## config.mk

```make
export PLATFORM = sky130hd
export DESIGN_NAME = ddr4_cmd_gen
export DESIGN_NICKNAME = d
export VERILOG_FILES = /design/src/rtl/ddr4_pkg.sv /design/src/rtl/ddr4_bank_table.sv /design/src/rtl/ddr4_cmd_gen.sv
export SDC_FILE = /design/constraint.sdc
export NUM_CORES = 1
export LEC_CHECK = 0
export CORE_MARGIN = 1.5
export CORE_UTILIZATION = 55
export CTS_CLUSTER_SIZE = 10
export DETAILED_ROUTE_END_ITERATION = 8
export PLACE_DENSITY = 0.72
export RECOVER_POWER = 100
export SLEW_MARGIN = 30
export SYNTH_ARGS = -nofsm -noshare
export SYNTH_HDL_FRONTEND = slang
export SYNTH_SLANG_ARGS = --single-unit
```

## constraint.sdc

```tcl
create_clock -name clk -period 5.5 [get_ports clk]
set_clock_uncertainty 0.1 [all_clocks]
set_input_delay 0.825 -clock clk [delete_from_list [all_inputs] [get_ports clk]]
set_output_delay 0.825 -clock clk [all_outputs]
set_load 0.02 [all_outputs]
```

## src/rtl/ddr4_pkg.sv

```systemverilog
// Shared types and constants for the DDR4 command generator: FSM states, A[16:14]
// command codes and the bank index helper.
package ddr4_pkg;

    typedef enum logic [3:0] {
        StIdle,
        StPre,
        StWaitRp,
        StAct,
        StWaitRcd,
        StCas,
        StWaitBurst,
        StPrea,
        StWaitRpa,
        StRef,
        StWaitRfc
    } state_t;

    // {ras_n, cas_n, we_n} as carried on A[16:14]
    localparam logic [2:0] CmdRd  = 3'b101;
    localparam logic [2:0] CmdWr  = 3'b100;
    localparam logic [2:0] CmdPre = 3'b010;
    localparam logic [2:0] CmdRef = 3'b001;

    localparam int unsigned CmdMsb = 16;
    localparam int unsigned CmdLsb = 14;
    localparam int unsigned ApBit  = 10;

    function automatic int unsigned bank_idx(input int unsigned bg, input int unsigned ba,
                                             input int unsigned ba_width);
        return (bg << ba_width) | ba;
    endfunction

endpackage

```

## src/rtl/ddr4_bank_table.sv

```systemverilog
// Per-bank open-page table: open flag, open row and a tRAS hold-off down-counter that
// is reloaded whenever the bank is activated.
module ddr4_bank_table #(
    parameter int unsigned NumBanks = 16,
    parameter int unsigned IdxW     = 4,
    parameter int unsigned RowW     = 17,
    parameter int unsigned tRAS     = 10
) (
    input  logic            clk,
    input  logic            reset_n,
    input  logic [IdxW-1:0] i_idx,
    output logic            o_open,
    output logic [RowW-1:0] o_row,
    output logic            o_tras_met,
    input  logic            i_act,
    input  logic [RowW-1:0] i_act_row,
    input  logic            i_close,
    input  logic            i_close_all,
    output logic            o_all_tras_met,
    output logic            o_any_open
);

    localparam int unsigned TrasW = $clog2(tRAS);

    logic [NumBanks-1:0] r_open;
    logic [RowW-1:0]     r_row  [NumBanks];
    logic [TrasW-1:0]    r_tras [NumBanks];
    logic                w_all_met;

    always_ff @(posedge clk) begin
        if (!reset_n) begin
            r_open <= '0;
            for (int i = 0; i < NumBanks; i++) begin
                r_row[i]  <= '0;
                r_tras[i] <= '0;
            end
        end else begin
            // Loading tRAS-1 lets a PRE decided in the cycle the count hits zero land
            // exactly tRAS cycles after the ACT.
            for (int i = 0; i < NumBanks; i++) begin
                if (i_act && (i_idx == IdxW'(i))) begin
                    r_tras[i] <= TrasW'(tRAS - 1);
                end else if (r_tras[i] != '0) begin
                    r_tras[i] <= r_tras[i] - 1'b1;
                end
            end
            if (i_close_all) begin
                r_open <= '0;
            end else if (i_close) begin
                r_open[i_idx] <= 1'b0;
            end else if (i_act) begin
                r_open[i_idx] <= 1'b1;
                r_row[i_idx]  <= i_act_row;
            end
        end
    end

    always_comb begin
        w_all_met = 1'b1;
        for (int i = 0; i < NumBanks; i++) begin
            if (r_open[i] && (r_tras[i] != '0)) begin
                w_all_met = 1'b0;
            end
        end
    end

    assign o_open         = r_open[i_idx];
    assign o_row          = r_row[i_idx];
    assign o_tras_met     = (r_tras[i_idx] == '0);
    assign o_all_tras_met = w_all_met;
    assign o_any_open     = |r_open;

endmodule

```

## src/rtl/ddr4_cmd_gen.sv

```systemverilog
// Single-rank DDR4 command generator: sequences ACT/PRE/RD/WR/PREA/REF for one request
// at a time with counter-enforced timing and periodic refresh.
module ddr4_cmd_gen
    import ddr4_pkg::*;
#(
    parameter int unsigned BGWIDTH   = 2,
    parameter int unsigned BAWIDTH   = 2,
    parameter int unsigned ADDRWIDTH = 17,
    parameter int unsigned COLWIDTH  = 10,
    parameter int unsigned BL        = 8,
    parameter int unsigned tRCD      = 4,
    parameter int unsigned tRP       = 4,
    parameter int unsigned tRAS      = 10,
    parameter int unsigned tRFC      = 20,
    parameter int unsigned tREFI     = 200
) (
    input  logic                 clk,
    input  logic                 reset_n,
    input  logic                 req_valid,
    output logic                 req_ready,
    input  logic                 req_rd_o_wr,
    input  logic [BGWIDTH-1:0]   req_bg,
    input  logic [BAWIDTH-1:0]   req_ba,
    input  logic [ADDRWIDTH-1:0] req_row,
    input  logic [COLWIDTH-1:0]  req_col,
    output logic                 cmd_done,
    output logic                 act_n,
    output logic                 cs_n,
    output logic                 cke,
    output logic [ADDRWIDTH-1:0] A,
    output logic [BGWIDTH-1:0]   bg,
    output logic [BAWIDTH-1:0]   ba
);

    localparam int unsigned IdxW     = BGWIDTH + BAWIDTH;
    localparam int unsigned NumBanks = 1 << IdxW;
    localparam int unsigned WaitW    = $clog2(tRFC + tRCD + tRP + BL);
    localparam int unsigned RefW     = $clog2(tREFI + 1);

    state_t               r_state, w_state_next;
    logic [WaitW-1:0]     r_wait, w_wait_next;
    logic [RefW-1:0]      r_ref_cnt;
    logic                 r_ref_pending;

    logic                 r_req_rd;
    logic [BGWIDTH-1:0]   r_req_bg;
    logic [BAWIDTH-1:0]   r_req_ba;
    logic [ADDRWIDTH-1:0] r_req_row;
    logic [COLWIDTH-1:0]  r_req_col;

    logic                 r_act_n, r_cs_n, r_cke, r_cmd_done;
    logic [ADDRWIDTH-1:0] r_a;
    logic [BGWIDTH-1:0]   r_bg;
    logic [BAWIDTH-1:0]   r_ba;

    logic                 w_act_n, w_cs_n, w_cmd_done;
    logic [ADDRWIDTH-1:0] w_a;
    logic [BGWIDTH-1:0]   w_bg;
    logic [BAWIDTH-1:0]   w_ba;

    logic                 w_ref_due, w_ready, w_accept, w_ref_clear;
    logic [IdxW-1:0]      w_req_idx, w_cur_idx, w_tbl_idx;
    logic                 w_tbl_open, w_tbl_tras_met, w_tbl_all_tras_met, w_tbl_any_open;
    logic                 w_tbl_act, w_tbl_close, w_tbl_close_all;
    logic [ADDRWIDTH-1:0] w_tbl_row;

    assign w_req_idx = IdxW'(bank_idx(32'(req_bg), 32'(req_ba), BAWIDTH));
    assign w_cur_idx = IdxW'(bank_idx(32'(r_req_bg), 32'(r_req_ba), BAWIDTH));
    // Lookup happens on the incoming request in IDLE, on the latched one afterwards.
    assign w_tbl_idx = (r_state == StIdle) ? w_req_idx : w_cur_idx;

    // The counter never rests at zero: the cycle it would reach zero is the due cycle.
    assign w_ref_due = (r_ref_cnt == RefW'(1));
    assign w_ready   = (r_state == StIdle) && !r_ref_pending && !w_ref_due && r_cke;
    assign w_accept  = req_valid && w_ready;

    ddr4_bank_table #(
        .NumBanks(NumBanks),
        .IdxW    (IdxW),
        .RowW    (ADDRWIDTH),
        .tRAS    (tRAS)
    ) u_bank_table (
        .clk           (clk),
        .reset_n       (reset_n),
        .i_idx         (w_tbl_idx),
        .o_open        (w_tbl_open),
        .o_row         (w_tbl_row),
        .o_tras_met    (w_tbl_tras_met),
        .i_act         (w_tbl_act),
        .i_act_row     (r_req_row),
        .i_close       (w_tbl_close),
        .i_close_all   (w_tbl_close_all),
        .o_all_tras_met(w_tbl_all_tras_met),
        .o_any_open    (w_tbl_any_open)
    );

    always_comb begin
        w_state_next    = r_state;
        w_wait_next     = r_wait;
        w_cs_n          = 1'b1;
        w_act_n         = 1'b1;
        w_a             = '0;
        w_bg            = '0;
        w_ba            = '0;
        w_cmd_done      = 1'b0;
        w_tbl_act       = 1'b0;
        w_tbl_close     = 1'b0;
        w_tbl_close_all = 1'b0;
        w_ref_clear     = 1'b0;

        unique case (r_state)
            StIdle: begin
                if (r_ref_pending || w_ref_due) begin
                    w_state_next = w_tbl_any_open ? StPrea : StRef;
                end else if (w_accept) begin
                    if (!w_tbl_open) begin
                        w_state_next = StAct;
                    end else if (w_tbl_row == req_row) begin
                        w_state_next = StCas;
                    end else begin
                        w_state_next = StPre;
                    end
                end
            end
            StPre: begin
                if (w_tbl_tras_met) begin
                    w_cs_n                = 1'b0;
                    w_a[CmdMsb:CmdLsb]    = CmdPre;
                    w_bg                  = r_req_bg;
                    w_ba                  = r_req_ba;
                    w_tbl_close           = 1'b1;
                    w_wait_next           = WaitW'(tRP - 2);
                    w_state_next          = StWaitRp;
                end
            end
            StWaitRp: begin
                if (r_wait == '0) w_state_next = StAct;
                else              w_wait_next  = r_wait - 1'b1;
            end
            StAct: begin
                w_cs_n       = 1'b0;
                w_act_n      = 1'b0;
                w_a          = r_req_row;
                w_bg         = r_req_bg;
                w_ba         = r_req_ba;
                w_tbl_act    = 1'b1;
                w_wait_next  = WaitW'(tRCD - 2);
                w_state_next = StWaitRcd;
            end
            StWaitRcd: begin
                if (r_wait == '0) w_state_next = StCas;
                else              w_wait_next  = r_wait - 1'b1;
            end
            StCas: begin
                w_cs_n                = 1'b0;
                w_a[COLWIDTH-1:0]     = r_req_col;
                w_a[ApBit]            = 1'b0;
                w_a[CmdMsb:CmdLsb]    = r_req_rd ? CmdRd : CmdWr;
                w_bg                  = r_req_bg;
                w_ba                  = r_req_ba;
                w_wait_next           = WaitW'(BL / 2 - 1);
                w_state_next          = StWaitBurst;
            end
            StWaitBurst: begin
                if (r_wait == '0) begin
                    w_cmd_done   = 1'b1;
                    w_state_next = StIdle;
                end else begin
                    w_wait_next  = r_wait - 1'b1;
                end
            end
            StPrea: begin
                if (w_tbl_all_tras_met) begin
                    w_cs_n             = 1'b0;
                    w_a[CmdMsb:CmdLsb] = CmdPre;
                    w_a[ApBit]         = 1'b1;
                    w_tbl_close_all    = 1'b1;
                    w_wait_next        = WaitW'(tRP - 2);
                    w_state_next       = StWaitRpa;
                end
            end
            StWaitRpa: begin
                if (r_wait == '0) w_state_next = StRef;
                else              w_wait_next  = r_wait - 1'b1;
            end
            StRef: begin
                w_cs_n             = 1'b0;
                w_a[CmdMsb:CmdLsb] = CmdRef;
                w_tbl_close_all    = 1'b1;
                w_ref_clear        = 1'b1;
                w_wait_next        = WaitW'(tRFC - 2);
                w_state_next       = StWaitRfc;
            end
            StWaitRfc: begin
                if (r_wait == '0) w_state_next = StIdle;
                else              w_wait_next  = r_wait - 1'b1;
            end
            default: w_state_next = StIdle;
        endcase
    end

    always_ff @(posedge clk) begin
        if (!reset_n) begin
            r_state       <= StIdle;
            r_wait        <= '0;
            r_ref_cnt     <= RefW'(tREFI);
            r_ref_pending <= 1'b0;
            r_req_rd      <= 1'b0;
            r_req_bg      <= '0;
            r_req_ba      <= '0;
            r_req_row     <= '0;
            r_req_col     <= '0;
            r_act_n       <= 1'b1;
            r_cs_n        <= 1'b1;
            r_cke         <= 1'b0;
            r_a           <= '0;
            r_bg          <= '0;
            r_ba          <= '0;
            r_cmd_done    <= 1'b0;
        end else begin
            r_state    <= w_state_next;
            r_wait     <= w_wait_next;
            r_act_n    <= w_act_n;
            r_cs_n     <= w_cs_n;
            r_cke      <= 1'b1;
            r_a        <= w_a;
            r_bg       <= w_bg;
            r_ba       <= w_ba;
            r_cmd_done <= w_cmd_done;
            if (w_accept) begin
                r_req_rd  <= req_rd_o_wr;
                r_req_bg  <= req_bg;
                r_req_ba  <= req_ba;
                r_req_row <= req_row;
                r_req_col <= req_col;
            end
            r_ref_cnt <= w_ref_due ? RefW'(tREFI) : (r_ref_cnt - 1'b1);
            // A new expiry outranks the clear so a refresh is never lost.
            if (w_ref_due) begin
                r_ref_pending <= 1'b1;
            end else if (w_ref_clear) begin
                r_ref_pending <= 1'b0;
            end
        end
    end

    assign req_ready = w_ready;
    assign cmd_done  = r_cmd_done;
    assign act_n     = r_act_n;
    assign cs_n      = r_cs_n;
    assign cke       = r_cke;
    assign A         = r_a;
    assign bg        = r_bg;
    assign ba        = r_ba;

endmodule

```

==> results of run 1 <==
## registers in the layout, indices dropped and copies added (netlist names), 4 cells and up, named ones only
name and flops:
u_bank_table.r_row 272, r_req_row 17, u_bank_table.r_tras 64, A 17, r_ref_cnt 8, r_state 4, r_wait 6, r_req_col 10
## final cells by class
class | count | share of cell area [%]
sequential | 428 | 51.01
multi-input combinational | 1264 | 34.19
clock buffer | 89 | 5.970
timing repair buffer | 133 | 4.617
tap | 504 | 2.696
inverter | 81 | 1.300
clock inverter | 2 | 0.1979
antenna | 1 | 0.01070
## layer usage
layer  share of wire (%)  wire (um)  GRT usage (%)
met5                   0          0              0
met2                  46      29430          51.93
met3                 9.9       6336          5.515
met1                  40      25240          44.70
met4                 4.4       2814          14.65
## tightest hold or removal path: stages (launching register included)
cell and delay, ns:
dfxtp_1 0.30, nand2_1 0.05, a21oi_1 0.05
## through the flow
step                cell area, um^2  cells
floorplan                     20770   1914
global placement              22060   2409
detailed placement            22060   2409
CTS                           23500   2500
global route                  23390   2501
finish                        23390   2502
## Yosys cell counts, types with 11 or more instances
cell type / instances / area share [%]
nand3_1: 37 / 0.89
a21oi_1: 79 / 1.9
nor2_1: 96 / 1.7
a31oi_1: 26 / 0.78
a211oi_1: 15 / 0.54
a22o_1: 11 / 0.46
edfxtp_1: 336 / 49
o22ai_1: 28 / 0.84
xnor2_1: 20 / 0.84
o2111ai_1: 16 / 0.67
inv_1: 79 / 1.4
ha_1: 19 / 1.1
o211ai_1: 24 / 0.87
nand4_1: 22 / 0.66
dfxtp_1: 92 / 8.9
and3_1: 214 / 6.4
nor4_1: 20 / 0.60
mux2i_1: 73 / 3.5
buf_2: 25 / 0.60
nand2_1: 226 / 4.1
clkbuf_1: 108 / 2.0
and2_1: 77 / 2.3
a32oi_1: 18 / 0.76
o21ai_0: 29 / 0.70
nor3_1: 34 / 0.82
mux2_2: 12 / 0.65
or2_2: 12 / 0.36
## power by group
part	switching [mW]	internal [mW]
Combinational	2.19	1.25
Sequential	0.346	3.93
Clock	1.28	1.71
## path summary, 6_finish.rpt
path	to	slack, ns
max	u_bank_table.r_row[14][3]	0.58
min	r_req_col[4]	0.35
max reg2reg	u_bank_table.r_row[14][3]	0.58
min reg2reg	r_req_col[4]	0.35
## logic make-up (layout without fill, tap and decap cells)
group / after synthesis / in the layout / synth area share, %
DFF: 428 / 428 / 57.45
xor gates and xnor gates: 24 / 24 / 1.012
adders and majority gates: 19 / 19 / 1.145
and+or+nand+nor: 788 / 788 / 19.78
buffers and inverters: 222 / 305 / 4.253
muxes: 91 / 91 / 4.657
other: 0 / 1 / 0
AOI/OAI and AO/OA: 342 / 342 / 11.71
==> key figures, run 1 <==
STA
  – Slew margin rel.: -69.07%
  – Slew @ Worst Pin: 2.536 ns
  – Fin Setup TNS: 0 ns
  – Fmax: 0.2032 GHz
  – Unrepaired setup endpoints after global routing: no
  – Fin crit share: 89.46%
  – Hold slack final: 0.3501 ns
  – Final hold vios: 0
  – Final Critical Period: 4.920 ns
  – Setup-failing EPs final: 0
  – Max-slew violations: 61
  – Final WS setup: 0.5796 ns

Critical path
  – CP dominant cell by count: clkbuf_1
  – Critical-path cell list: clkbuf_1, o41a_1, a21o_1, buf_4, clkbuf_1, nand3_1, nor2_1, clkbuf_1, and3_1
  – Critical Path End Type: flop
  – Reg2reg path depth: 9
  – CP Data Arrival Time: 5.27 ns
  – Family with the most delay on the worst path: buffers and inverters
  – Buf+Inv Stages, Crit Path: 4
  – Reg-to-reg startpoint: r_state[2]
  – Crit-path slowest cell: clkbuf_1
  – CP Class: reg -> reg
  – Worst path depth: 9
  – CP required: 5.85 ns
  – Worst-path maximum fanout: 20
  – Startpoint Class: flop
  – Crit path largest cell delay: 0.81 ns
  – CP startpoint: r_state[2]

CTS
  – CTS Root Cell: clkbuf_16
  – Clk buf depth: 3
  – PostCTS Resize Cnt: 0
  – H-tree Lvls: 2
  – Clk sink count: 428
  – Worst skew pair latency: 0.60 ns
  – Cts hold-fix bufs: 0
  – Num CTS Buffers: 49
  – Clk pin slew, worst setup/hold paths: 0.06 ns
  – CTS tree: yes
  – Post-CTS setup buffers: 0

Hold path
  – Hold_sp: r_req_col[4]
  – Hold crit path type: reg -> reg
  – Hold Path Cell Cnt: 2

Power
  – Pwr Density: 458.1 nW/um^2
  – Total power: 10.71 mW
  – Pleak: 9.162 nW
  – Peak VDD IR: 0.2953 mV

Die
  – Row count: 70
  – IO Count: 61
  – Die Y-Extent: 197.3 um
  – Initial Util: 56.33%
  – Die Area: 38940 um^2
  – DIE WIDTH: 197.3 um
  – Area of the core: 36870 um^2

Synthesis
  – Synth warn: 0
  – Async set or reset register ratio after synthesis: 0%
  – Syn Inst Count: 1914
  – Synthesis-stage register bit count: 428
  – Post-synth cell types: 76
  – Mapped Avg Cell Area: 10.85 um^2
  – Post-synth EDFFs: 336
  – Post-Synthesis Cell Area: 20770 um^2
  – Syn nets: 1968
  – Main flop type after synthesis: edfxtp_1
  – Post-synthesis sequential area ratio: 57.45%

Finish
  – Layout Nets: 2011
  – Area of the multi-input gates: 7998 um^2
  – Layout cells sized above 1: 8.062%
  – Most common cell after layout, fill and taps aside: edfxtp_1
  – Leading cell types in the layout, fill and taps excluded: edfxtp_1 (336), nand2_1 (226), and3_1 (214)
  – Number of fill cells in the layout: 2942
  – Area grow syn2layout: 12.62%
  – Reg area: 11930 um^2
  – Final core utilization: 63.43%

Placed design
  – Pre-CTS setup slack: 0.7245 ns
  – Final HPWL DP: 40.85 mm
  – IO Port Bufs: 60
  – Placer Congestion: 0.9280

Detailed routing
  – Routed Antenna Nets: 0
  – Vias after detailed routing: 16230
  – Drt wl/cell: 25.51 um
  – Iteration-0 DRC Markers: 2065
  – DRC viols: 0
  – Vias/cell: 6.485
  – Number of iterations in the first detailed-routing pass: 7
  – Final wirelength: 63.82 mm

GRT
  – Number of global-route vias before repair: 15500
  – Global-route wire length before repair: 95.14 mm
  – GRT Total Usage: 32.84%
  – Total gr overflow: 0
  – Largest net degree at the start of global routing: 118
  – Initial antenna violation count: 0

Run status
  – Status: complete, but fails checks
  – Failing checks: max-capacitance violations, max-slew violations

Run
  – Max-cap viol count: 2
Note: power is estimated with default switching activity, not from simulation.
==> inputs of run 2 (changes only) <==
--- a/config.mk
+++ b/config.mk
@@ -11,7 +11,6 @@
 export DETAILED_ROUTE_END_ITERATION = 8
 export PLACE_DENSITY = 0.72
 export RECOVER_POWER = 100
-export SLEW_MARGIN = 30
 export SYNTH_ARGS = -nofsm -noshare
 export SYNTH_HDL_FRONTEND = slang
 export SYNTH_SLANG_ARGS = --single-unit
==> key figures, run 2 (same netlist as run 1, synthesis figures left out) <==
Finish
  – Most flop-heavy register: u_bank_table.r_row
  – Max FFs per register: 272
  – Layout cells sized above 1: 7.966%
  – Layout Nets: 2010
  – Number of fill cells in the layout: 2947
  – # diodes: 0
  – Area grow syn2layout: 12.49%
  – Leading cell types in the layout, fill and taps excluded: edfxtp_1 (336), nand2_1 (226), and3_1 (214)
  – Largest regs: u_bank_table.r_row (272), u_bank_table.r_tras (64)
  – Most common cell after layout, fill and taps aside: edfxtp_1

Critical path
  – Crit path largest cell delay: 1.19 ns
  – Buf+Inv Stages, Crit Path: 3
  – Crit-path slowest cell: nor3_1
  – Startpoint Class: flop
  – Critical-path cell list: clkbuf_1, o41a_1, a21o_4, buf_4, nand3_1, nor3_1, clkbuf_1, and2_1
  – Critical Path End Type: flop
  – Family with the most delay on the worst path: buffers and inverters
  – CP Class: reg -> reg
  – CP Data Arrival Time: 5.58 ns
  – CP required: 5.85 ns
  – CP dominant cell by count: clkbuf_1
  – Worst-path maximum fanout: 35

STA
  – Slew @ Worst Pin: 2.689 ns
  – Fmax: 0.1914 GHz
  – Fin crit share: 94.97%
  – Slew margin rel.: -79.27%
  – Hold slack final: 0.3509 ns
  – Final Critical Period: 5.223 ns
  – Fin Setup TNS: 0 ns
  – Setup-failing EPs final: 0
  – Final hold vios: 0
  – Unrepaired setup endpoints after global routing: no
  – Max-slew violations: 219

Die
  – Die Y-Extent: 197.3 um
  – IO Count: 61
  – DIE WIDTH: 197.3 um
  – Die Area: 38940 um^2
  – Row count: 70
  – Area of the core: 36870 um^2
  – Initial Util: 56.33%

Placed design
  – IO Port Bufs: 60
  – Final HPWL DP: 40.85 mm
  – Placer Congestion: 0.9280

CTS
  – Worst skew pair latency: 0.60 ns
  – H-tree Lvls: 2
  – Clk pin slew, worst setup/hold paths: 0.06 ns
  – Num CTS Buffers: 49
  – Clk buf depth: 3
  – Post-CTS setup buffers: 0
  – Clk sink count: 428
  – PostCTS Resize Cnt: 0
  – CTS tree: yes
  – CTS Root Cell: clkbuf_16
  – Cts hold-fix bufs: 0

Power
  – Clock share of power: 27.9%
  – Reg power frac: 39.9%
  – Peak VDD IR: 0.2948 mV
  – Comb pwr share: 32.2%
  – Pwr Density: 458.7 nW/um^2
  – Pint: 6.887 mW
  – Pleak: 9.138 nW
  – Total net switching power: 3.830 mW
  – Total power: 10.72 mW
  – Switch share: 35.74%

Detailed routing
  – Number of iterations in the first detailed-routing pass: 6
  – Iteration-0 DRC Markers: 2167
  – DRC viols: 0
  – Vias/cell: 6.521
  – Routed Antenna Nets: 0
  – Vias after detailed routing: 16300
  – Final wirelength: 63.84 mm
  – Drt wl/cell: 25.53 um

GRT
  – Global-route wire length before repair: 95.14 mm
  – GRT Total Usage: 32.84%
  – Total gr overflow: 0
  – Initial antenna violation count: 0
  – Number of global-route vias before repair: 15500
  – Largest net degree at the start of global routing: 118

Run status
  – Status: complete, but fails checks
  – Failing checks: max-capacitance violations, max-slew violations

Run
  – Max-cap viol count: 5

Hold path
  – Hold crit path type: reg -> reg
==> run 2: through the flow <==
stage | worst slack (ns) | cell area, um^2 | utilization (%) | cells
after floorplan | 1.255 | 20770 | - | 1914
after global placement | 0.8885 | 22060 | 59.83 | 2409
after detailed placement | 0.7245 | 22060 | 59.83 | 2409
after CTS | 0.6940 | 23500 | 63.74 | 2500
after global routing | 0.2296 | 23360 | 63.36 | 2500
final | 0.2766 | 23360 | 63.36 | 2500
==> run 2: power groups by stage <==
stage                     registers, mW  clock network, mW  logic, mW
final                              4.28               2.99       3.45
after global routing               4.32               3.14       3.69
after CTS                          4.27               3.01       3.40
after detailed placement           4.33                  0       3.38
after global placement             4.30                  0       3.30
after floorplan                    4.19                  0       2.40
==> run 2: final cells by class <==
class / count / area [um^2] / share of cell area (%)
Clock inverter: 2 / 46.29 / 0.1981
Sequential cell: 428 / 11930 / 51.07
Tap cell: 504 / 630.6 / 2.699
Timing Repair Buffer: 132 / 1045 / 4.472
Clock buffer: 89 / 1396 / 5.977
Inverter: 81 / 304.0 / 1.301
Multi-Input combinational cell: 1264 / 8010 / 34.28
==> run 2: worst min-delay path, stage by stage, from the launching register on <==
cell and delay (ns):
dfxtp_1 0.31, nand2_1 0.05, a21oi_1 0.05
==> run 2: per-layer routing <==
metal | track usage [%] | up-vias | share of wire (%)
li1 | - | 7219 | -
met1 | 44.70 | 7960 | 40
met2 | 51.93 | 950 | 46
met3 | 5.515 | 173 | 9.6
met4 | 14.65 | 0 | 4.3
met5 | 0 | - | 0
==> run 2: path summary, 6_finish.rpt <==
kind | from | endpoint | slack (ns) | cells after the start
worst max-delay path | r_state[2] | u_bank_table.r_row[5][15] | 0.28 | 8
worst min-delay path | r_req_col[4] | r_req_col[4] | 0.35 | 2
worst max register to register | r_state[2] | u_bank_table.r_row[5][15] | 0.28 | 8
worst min register to register | r_req_col[4] | r_req_col[4] | 0.35 | 2
